`src/rtl/piano_pkg.sv`:
```
// rtl/piano_pkg.sv - shared widths, note increments and FSM states for voice_mix_sched
package piano_pkg;

  localparam int NVOICE  = 8;
  localparam int PHASE_W = 16;
  localparam int ADDR_W  = 8;
  localparam int DATA_W  = 8;
  localparam int SUM_W   = DATA_W + 3;
  localparam int CNT_W   = 4;
  localparam int DIV_STEPS = SUM_W;

  // Phase increment per note; 0x0100 advances the ROM address by one per sample.
  localparam logic [PHASE_W-1:0] NOTE_INC [NVOICE] = '{
    16'h0100, 16'h0200, 16'h0300, 16'h0400,
    16'h0500, 16'h0600, 16'h0700, 16'h0800
  };

  typedef enum logic [2:0] {
    IDLE  = 3'd0,
    SCAN  = 3'd1,
    DRAIN = 3'd2,
    DIV   = 3'd3,
    DONE  = 3'd4
  } state_e;

  function automatic logic [CNT_W-1:0] popcount8(input logic [NVOICE-1:0] v);
    logic [CNT_W-1:0] n;
    n = '0;
    for (int i = 0; i < NVOICE; i++) n = n + {{(CNT_W-1){1'b0}}, v[i]};
    return n;
  endfunction

endpackage

```
`src/rtl/seq_divider.sv`:
```
// rtl/seq_divider.sv - fixed 11-cycle restoring divider, 11-bit dividend by 4-bit divisor
module seq_divider (
  input  logic        clk,
  input  logic        rst,
  input  logic        start,
  input  logic [10:0] dividend,
  input  logic [3:0]  divisor,
  output logic [10:0] quotient,
  output logic        done
);

  logic [3:0]  rem_q, rem_d, src_rem;
  logic [10:0] quo_q, quo_d, src_quo;
  logic [4:0]  trial;
  logic [3:0]  step_q;
  logic        busy_q, done_q;

  // One restoring step; the start cycle already performs the first step on the raw dividend.
  always_comb begin
    src_rem = start ? 4'd0 : rem_q;
    src_quo = start ? dividend : quo_q;
    trial   = {src_rem, src_quo[10]};
    rem_d   = trial[3:0];
    quo_d   = {src_quo[9:0], 1'b0};
    if (trial >= {1'b0, divisor}) begin
      rem_d = 4'(trial - {1'b0, divisor});
      quo_d = {src_quo[9:0], 1'b1};
    end
  end

  // Step sequencing: start gives step 1, ten more busy cycles complete the quotient.
  always_ff @(posedge clk or posedge rst) begin
    if (rst) begin
      rem_q  <= '0;
      quo_q  <= '0;
      step_q <= '0;
      busy_q <= 1'b0;
      done_q <= 1'b0;
    end else begin
      done_q <= 1'b0;
      if (start) begin
        rem_q  <= rem_d;
        quo_q  <= quo_d;
        step_q <= 4'd1;
        busy_q <= 1'b1;
      end else if (busy_q) begin
        rem_q  <= rem_d;
        quo_q  <= quo_d;
        step_q <= step_q + 4'd1;
        if (step_q == 4'd10) begin
          busy_q <= 1'b0;
          done_q <= 1'b1;
        end
      end
    end
  end

  assign quotient = quo_q;
  assign done     = done_q;

endmodule

```
`src/rtl/voice_mix_sched.sv`:
```
// rtl/voice_mix_sched.sv - per-tick scan of 8 voices through one shared ROM, mixed and normalised
module voice_mix_sched #(
  parameter int NVOICE     = piano_pkg::NVOICE,
  parameter int PHASE_W    = piano_pkg::PHASE_W,
  parameter int ADDR_W     = piano_pkg::ADDR_W,
  parameter int DATA_W     = piano_pkg::DATA_W,
  parameter int SAMPLE_DIV = 1024
) (
  input  logic              clk,
  input  logic              rst,
  input  logic [NVOICE-1:0] keys,
  output logic              rom_en,
  output logic [ADDR_W-1:0] rom_addr,
  input  logic [DATA_W-1:0] rom_data,
  output logic [DATA_W-1:0] wave,
  output logic              wave_valid
);
  import piano_pkg::*;

  localparam int TICK_W = $clog2(SAMPLE_DIV);
  localparam int MIX_W  = DATA_W + 3;

  if (SAMPLE_DIV < 24) begin : g_sample_div_check
    $error("SAMPLE_DIV must be at least 24");
  end

  logic [NVOICE-1:0]  keys_meta_q, keys_sync_q;
  logic [TICK_W-1:0]  tick_cnt_q;
  logic               tick;
  state_e             state_q, state_d;
  logic [3:0]         step_q, step_d;
  logic [2:0]         slot;
  logic [NVOICE-1:0]  act_q;
  logic [CNT_W-1:0]   cnt_q;
  logic [MIX_W-1:0]   sum_q;
  logic               rd_pend_q;
  logic [PHASE_W-1:0] phase_q [NVOICE];
  logic [DATA_W-1:0]  wave_q, quo_sel;
  logic               wave_valid_q;
  logic               div_start, div_done;
  logic [10:0]        div_quo;

  assign tick = (tick_cnt_q == TICK_W'(SAMPLE_DIV - 1));
  assign slot = step_q[2:0];

  // Two-flop synchroniser for the asynchronous key levels.
  always_ff @(posedge clk or posedge rst) begin
    if (rst) begin
      keys_meta_q <= '0;
      keys_sync_q <= '0;
    end else begin
      keys_meta_q <= keys;
      keys_sync_q <= keys_meta_q;
    end
  end

  // Free-running sample tick counter.
  always_ff @(posedge clk or posedge rst) begin
    if (rst) tick_cnt_q <= '0;
    else     tick_cnt_q <= tick ? '0 : tick_cnt_q + TICK_W'(1);
  end

  // FSM state register with its slot/step counter.
  always_ff @(posedge clk or posedge rst) begin
    if (rst) begin
      state_q <= IDLE;
      step_q  <= '0;
    end else begin
      state_q <= state_d;
      step_q  <= step_d;
    end
  end

  // Frame sequencing: one IDLE cycle, 8 scan slots, drain, fixed-length divide, done.
  always_comb begin
    state_d = state_q;
    step_d  = step_q;
    case (state_q)
      IDLE:  if (tick) begin state_d = SCAN; step_d = '0; end
      SCAN:  if (step_q == 4'(NVOICE - 1)) begin state_d = DRAIN; step_d = '0; end
             else step_d = step_q + 4'd1;
      DRAIN: begin state_d = DIV; step_d = '0; end
      DIV:   if (step_q == 4'(DIV_STEPS - 1)) begin state_d = DONE; step_d = '0; end
             else step_d = step_q + 4'd1;
      DONE:  state_d = IDLE;
      default: state_d = IDLE;
    endcase
  end

  // ROM strobe/address during scan, divider kick-off, and quotient selection.
  always_comb begin
    rom_en    = (state_q == SCAN) && act_q[slot];
    rom_addr  = '0;
    if (rom_en) rom_addr = phase_q[slot][PHASE_W-1 -: ADDR_W];
    div_start = (state_q == DIV) && (step_q == 4'd0);
    quo_sel   = '0;
    if (cnt_q != '0 && div_done)
      quo_sel = (|div_quo[10:DATA_W]) ? '1 : div_quo[DATA_W-1:0];
  end

  // Key snapshot, accumulation of returned samples and phase advance.
  always_ff @(posedge clk or posedge rst) begin
    if (rst) begin
      act_q     <= '0;
      cnt_q     <= '0;
      sum_q     <= '0;
      rd_pend_q <= 1'b0;
      for (int i = 0; i < NVOICE; i++) phase_q[i] <= '0;
    end else begin
      rd_pend_q <= rom_en;
      if (state_q == IDLE && tick) begin
        act_q <= keys_sync_q;
        cnt_q <= popcount8(keys_sync_q);
        sum_q <= '0;
      end else if (rd_pend_q) begin
        sum_q <= sum_q + MIX_W'(rom_data);
      end
      // Released voices park at phase 0 so a fresh press starts at the waveform origin.
      if (state_q == SCAN)
        phase_q[slot] <= act_q[slot] ? phase_q[slot] + PHASE_W'(NOTE_INC[slot]) : '0;
    end
  end

  // Output register: wave holds between frames, valid pulses for one cycle.
  always_ff @(posedge clk or posedge rst) begin
    if (rst) begin
      wave_q       <= '0;
      wave_valid_q <= 1'b0;
    end else begin
      wave_valid_q <= (state_q == DONE);
      if (state_q == DONE) wave_q <= quo_sel;
    end
  end

  assign wave       = wave_q;
  assign wave_valid = wave_valid_q;

  seq_divider u_div (
    .clk      (clk),
    .rst      (rst),
    .start    (div_start),
    .dividend (sum_q),
    .divisor  (cnt_q),
    .quotient (div_quo),
    .done     (div_done)
  );

endmodule

```
`config.mk`:
```
export PLATFORM = sky130hd
export DESIGN_NAME = voice_mix_sched
export DESIGN_NICKNAME = d
export VERILOG_FILES = /design/src/rtl/piano_pkg.sv /design/src/rtl/seq_divider.sv /design/src/rtl/voice_mix_sched.sv
export SDC_FILE = /design/constraint.sdc
export NUM_CORES = 1
export LEC_CHECK = 0
export ABC_AREA = 0
export CAP_MARGIN = 20
export CELL_PAD_IN_SITES_DETAIL_PLACEMENT = 0
export CELL_PAD_IN_SITES_GLOBAL_PLACEMENT = 1
export CORE_MARGIN = 3
export CORE_UTILIZATION = 40
export DETAILED_ROUTE_END_ITERATION = 12
export PLACE_DENSITY = 0.78
export SLEW_MARGIN = 20
export SYNTH_ARGS = -nofsm -noshare
export SYNTH_HDL_FRONTEND = slang
export SYNTH_SLANG_ARGS = --single-unit
export TNS_END_PERCENT = 30
```
`constraint.sdc`:
```
create_clock -name clk -period 5.33 [get_ports clk]
set_input_delay 1.599 -clock clk [delete_from_list [all_inputs] [get_ports clk]]
set_output_delay 1.599 -clock clk [all_outputs]
set_load 0.02 [all_outputs]
```
==> results.md <==
* DR vias at around 5300
* Final Net Count at approximately 800
* Die area at slightly above 0.02 mm²
* Layout Utilization at 0.4800
* PwrDens at 285.0 mW/mm²
* Root buffer cell: clkbuf_16
* Lkg Pwr at 3.876 nW
* Max-cap violations at 0
* CTS tree: built
* Setup Crit Path Kind: reg -> out
* Vias in the first global route at 5492
* Grt total ovfl at 0
* Yosys warning count at 0
* EDFF count, synth at 0
* Global-route wire length before repair at 28.12 mm
* Share of cells above drive strength 1 at 0.1105
* Clock transition at path regs at 0.06 ns
* DP Worst Slack at 1.054 ns
* Hold Startpoint: keys_meta_q[3]$_DFF_PP0_
* Top cell type's share of synthesized area at 0.5020
* Reg2reg setup slack at 1.38 ns
* Final worst slack at 0.6246 ns
* Area leader, netlist: dfrtp_1
* Async SR Flop Fraction at 1.000
* Post-CTS sizing at 0
* Area of the core at 0.01821 mm²
* Commonest non-fill, non-tap cell in the layout: dfrtp_1
* Finish-stage setup viols at 0
* WP data required at 3.73 ns
* Antenna violations before repair at 0
* Initial core utilization at 0.4134
* R2R Path End: u_div.rem_q[0]$_DFFE_PP0P_
* Area growth syn-to-layout at 16.11%
* Antenna-violating nets left at 0
* Drt via density at 5.387
* Register area share after synthesis at 0.5020
* Ys flop type: dfrtp_1
* Fill cells at roughly 1600
* Total wire length at between 15 and 20 mm
* Hold Buf Count CTS at 0
* H-tree Lvls at 4
* Pin count of the biggest net entering global routing at 61
* RSZ-0062 raised after global routing: false
* Chip width at 143.2 µm
* Postcts setup bufs at 0
* Hold_ws at 0.3467 ns
* CTS sink cnt at 151
* Hold path depth at 0
* VDD IR-drop max at 0.2222 mV
* Status: complete, no violations
* R2R depth at 11
* Mapped Nets at 771
* Commonest non-fill, non-tap cells in the layout: dfrtp_1, nand2_1, o21ai_0
* Worst Hold Class: reg -> reg
* Hold EP: keys_sync_q[3]$_DFF_PP0_
* Crit path launch: step_q[1]$_DFFE_PP0P_
* Min Clock Period, post-route at approximately 4.7 ns
* Fin. Hold Viols at 0
* Clock Path Buffers at 2
* Syn Area/Cell at 10.47 µm²
* Clk_lat worst skew at 0.43 ns
* Delay of the slowest critical-path stage at 0.86 ns
* Critical path arrival at 3.11 ns
* Drt pass-1 iters at 5
* Cell breakdown of the critical path: nor2_1 > a221o_1 > a22o_1 > nand2_1 > inv_1 > and2_1 > clkdlybuf4s50_1
* Final worst-path cycle share at 0.8828
* Max_slew headroom at 0.3608
* Area of the multi-input gates at 0.003485 mm²
* Synth unique cells at 61
* Seq. cell area at 0.003779 mm²
* FF+latch count, synth at 151
* Placed Area at just over 0.008 mm²
* Worst Setup Start Kind: flip-flop
* Synth area leaders: dfrtp_1, nand2_1, mux2_2
* Max stage delay cell, worst path: dfrtp_1
* Max Slew Vio Count at 0
* Max Freq at ~210 MHz
* # IOs at 36
* Critical path fanouts, max at 19
* Die height at 143.2 µm
* Initial DRC count at 351
* RePlAce Congestion at between 0.8 and 0.9
* Final Cell Area at 0.008740 mm²
* HPWL after DPL at 11.57 mm
* Critical Path Sink Type: output pin
* Layout Skew at 0.01005 ns
* Critical R2R Launch: step_q[1]$_DFFE_PP0P_
* I/O Buffers at 35
* Ant diodes at 0
* DRC errors left at 0
* Wire per inst at 16.79 µm
* All-Layer GR Usage at 0.1729
* Number of CTS-inserted buffers at 17
* Final setup TNS at 0 ns
* Worst Tran Pin Value at roughly 0.96 ns
* Rows at 49
* Mapped cell area at 0.007527 mm²
* Cells after synthesis at 719
layout make-up:
type | instances | area share
Sequential cell | 151 | 0.4324
Multi-Input combinational cell | 502 | 0.3987
Tap cell | 229 | 0.03278
Clock inverter | 11 | 0.01689
Inverter | 32 | 0.01417
Timing Repair Buffer | 43 | 0.05125
Clock buffer | 21 | 0.05383
metrics by stage:
step                      instances  total power, W
after CTS                       988        0.002514
after global routing            989        0.002578
after floorplan                 719        0.001230
final                           989        0.002491
after global placement          956        0.001261
after detailed placement        956        0.001263
Yosys cell counts (all sizes together), types with 2 or more instances:
master   count
o21a         3
nor2b        6
mux2        32
o31ai       29
clkbuf      21
o211ai       3
xnor2       14
xor2         9
fa           7
mux2i       34
a21oi       16
nand2b       4
a22o         4
nand3b       3
ha          27
and2         8
o21ai       57
nand3       11
a21o         7
nor2        52
a211oi       2
inv         32
dfrtp      151
nor3         6
a31oi        2
a2111oi      2
nand2      118
o2bb2ai      2
a22oi        5
mux4         5
buf         13
o21bai       2
and4b        2
and3         9
nor4b        4
metal layers:
layer,track usage,share of wire,vias to the layer above
li1,-,-,2555
met3,0.03583,0.037,19
met4,0.05653,0.015,0
met5,0,0,-
met2,0.2725,0.47,84
met1,0.2402,0.48,2670
critical path: cells and delay by family (launching register included):
kind            cells  cell delay [ns]
flops               1             0.86
compound gates      2             0.64
buf+inv             2             0.62
simple gates        3             0.56
flip-flops by register name (all words and copies together), names as in the netlist, 8 cells and up:
| register | cells |
|---|---|
| act_q | 8 |
| tick_cnt_q | 10 |
| sum_q | 11 |
| u_div.quotient | 11 |
| keys_sync_q | 8 |
| keys_meta_q | 8 |
| wave | 8 |
| phase_q | 64 |
logic make-up (layout without fill, tap and decap cells):
group / Yosys count / after routing / synth area share
AND/OR/NAND/NOR: 230 / 230 / 0.1373
flip-flops: 151 / 151 / 0.5020
AO/OA/AOI/OAI: 144 / 144 / 0.1263
multiplexers: 71 / 71 / 0.1080
buffers and inverters: 66 / 107 / 0.03507
adder cells (fa/ha/maj): 34 / 34 / 0.06350
XOR/XNOR: 23 / 23 / 0.02776
how the worst max path moves through the flow:
stage / endpoint / slack, ns / cells after the start
global placement: rom_addr[4] / 1.19 / 6
global route: rom_addr[2] / 0.45 / 7
finish: rom_addr[2] / 0.62 / 7
floorplan: rom_addr[1] / 1.68 / 8
detailed placement: rom_addr[2] / 1.05 / 7
CTS: rom_addr[2] / 0.60 / 7
report_power, final:
part           switching [W]   total, W  internal (W)
sequential        0.00000271    0.00116       0.00115
clock               0.000477    0.00125      0.000772
combinational      0.0000493  0.0000867     0.0000374
No activity file was read; power rests on OpenSTA's default activity.
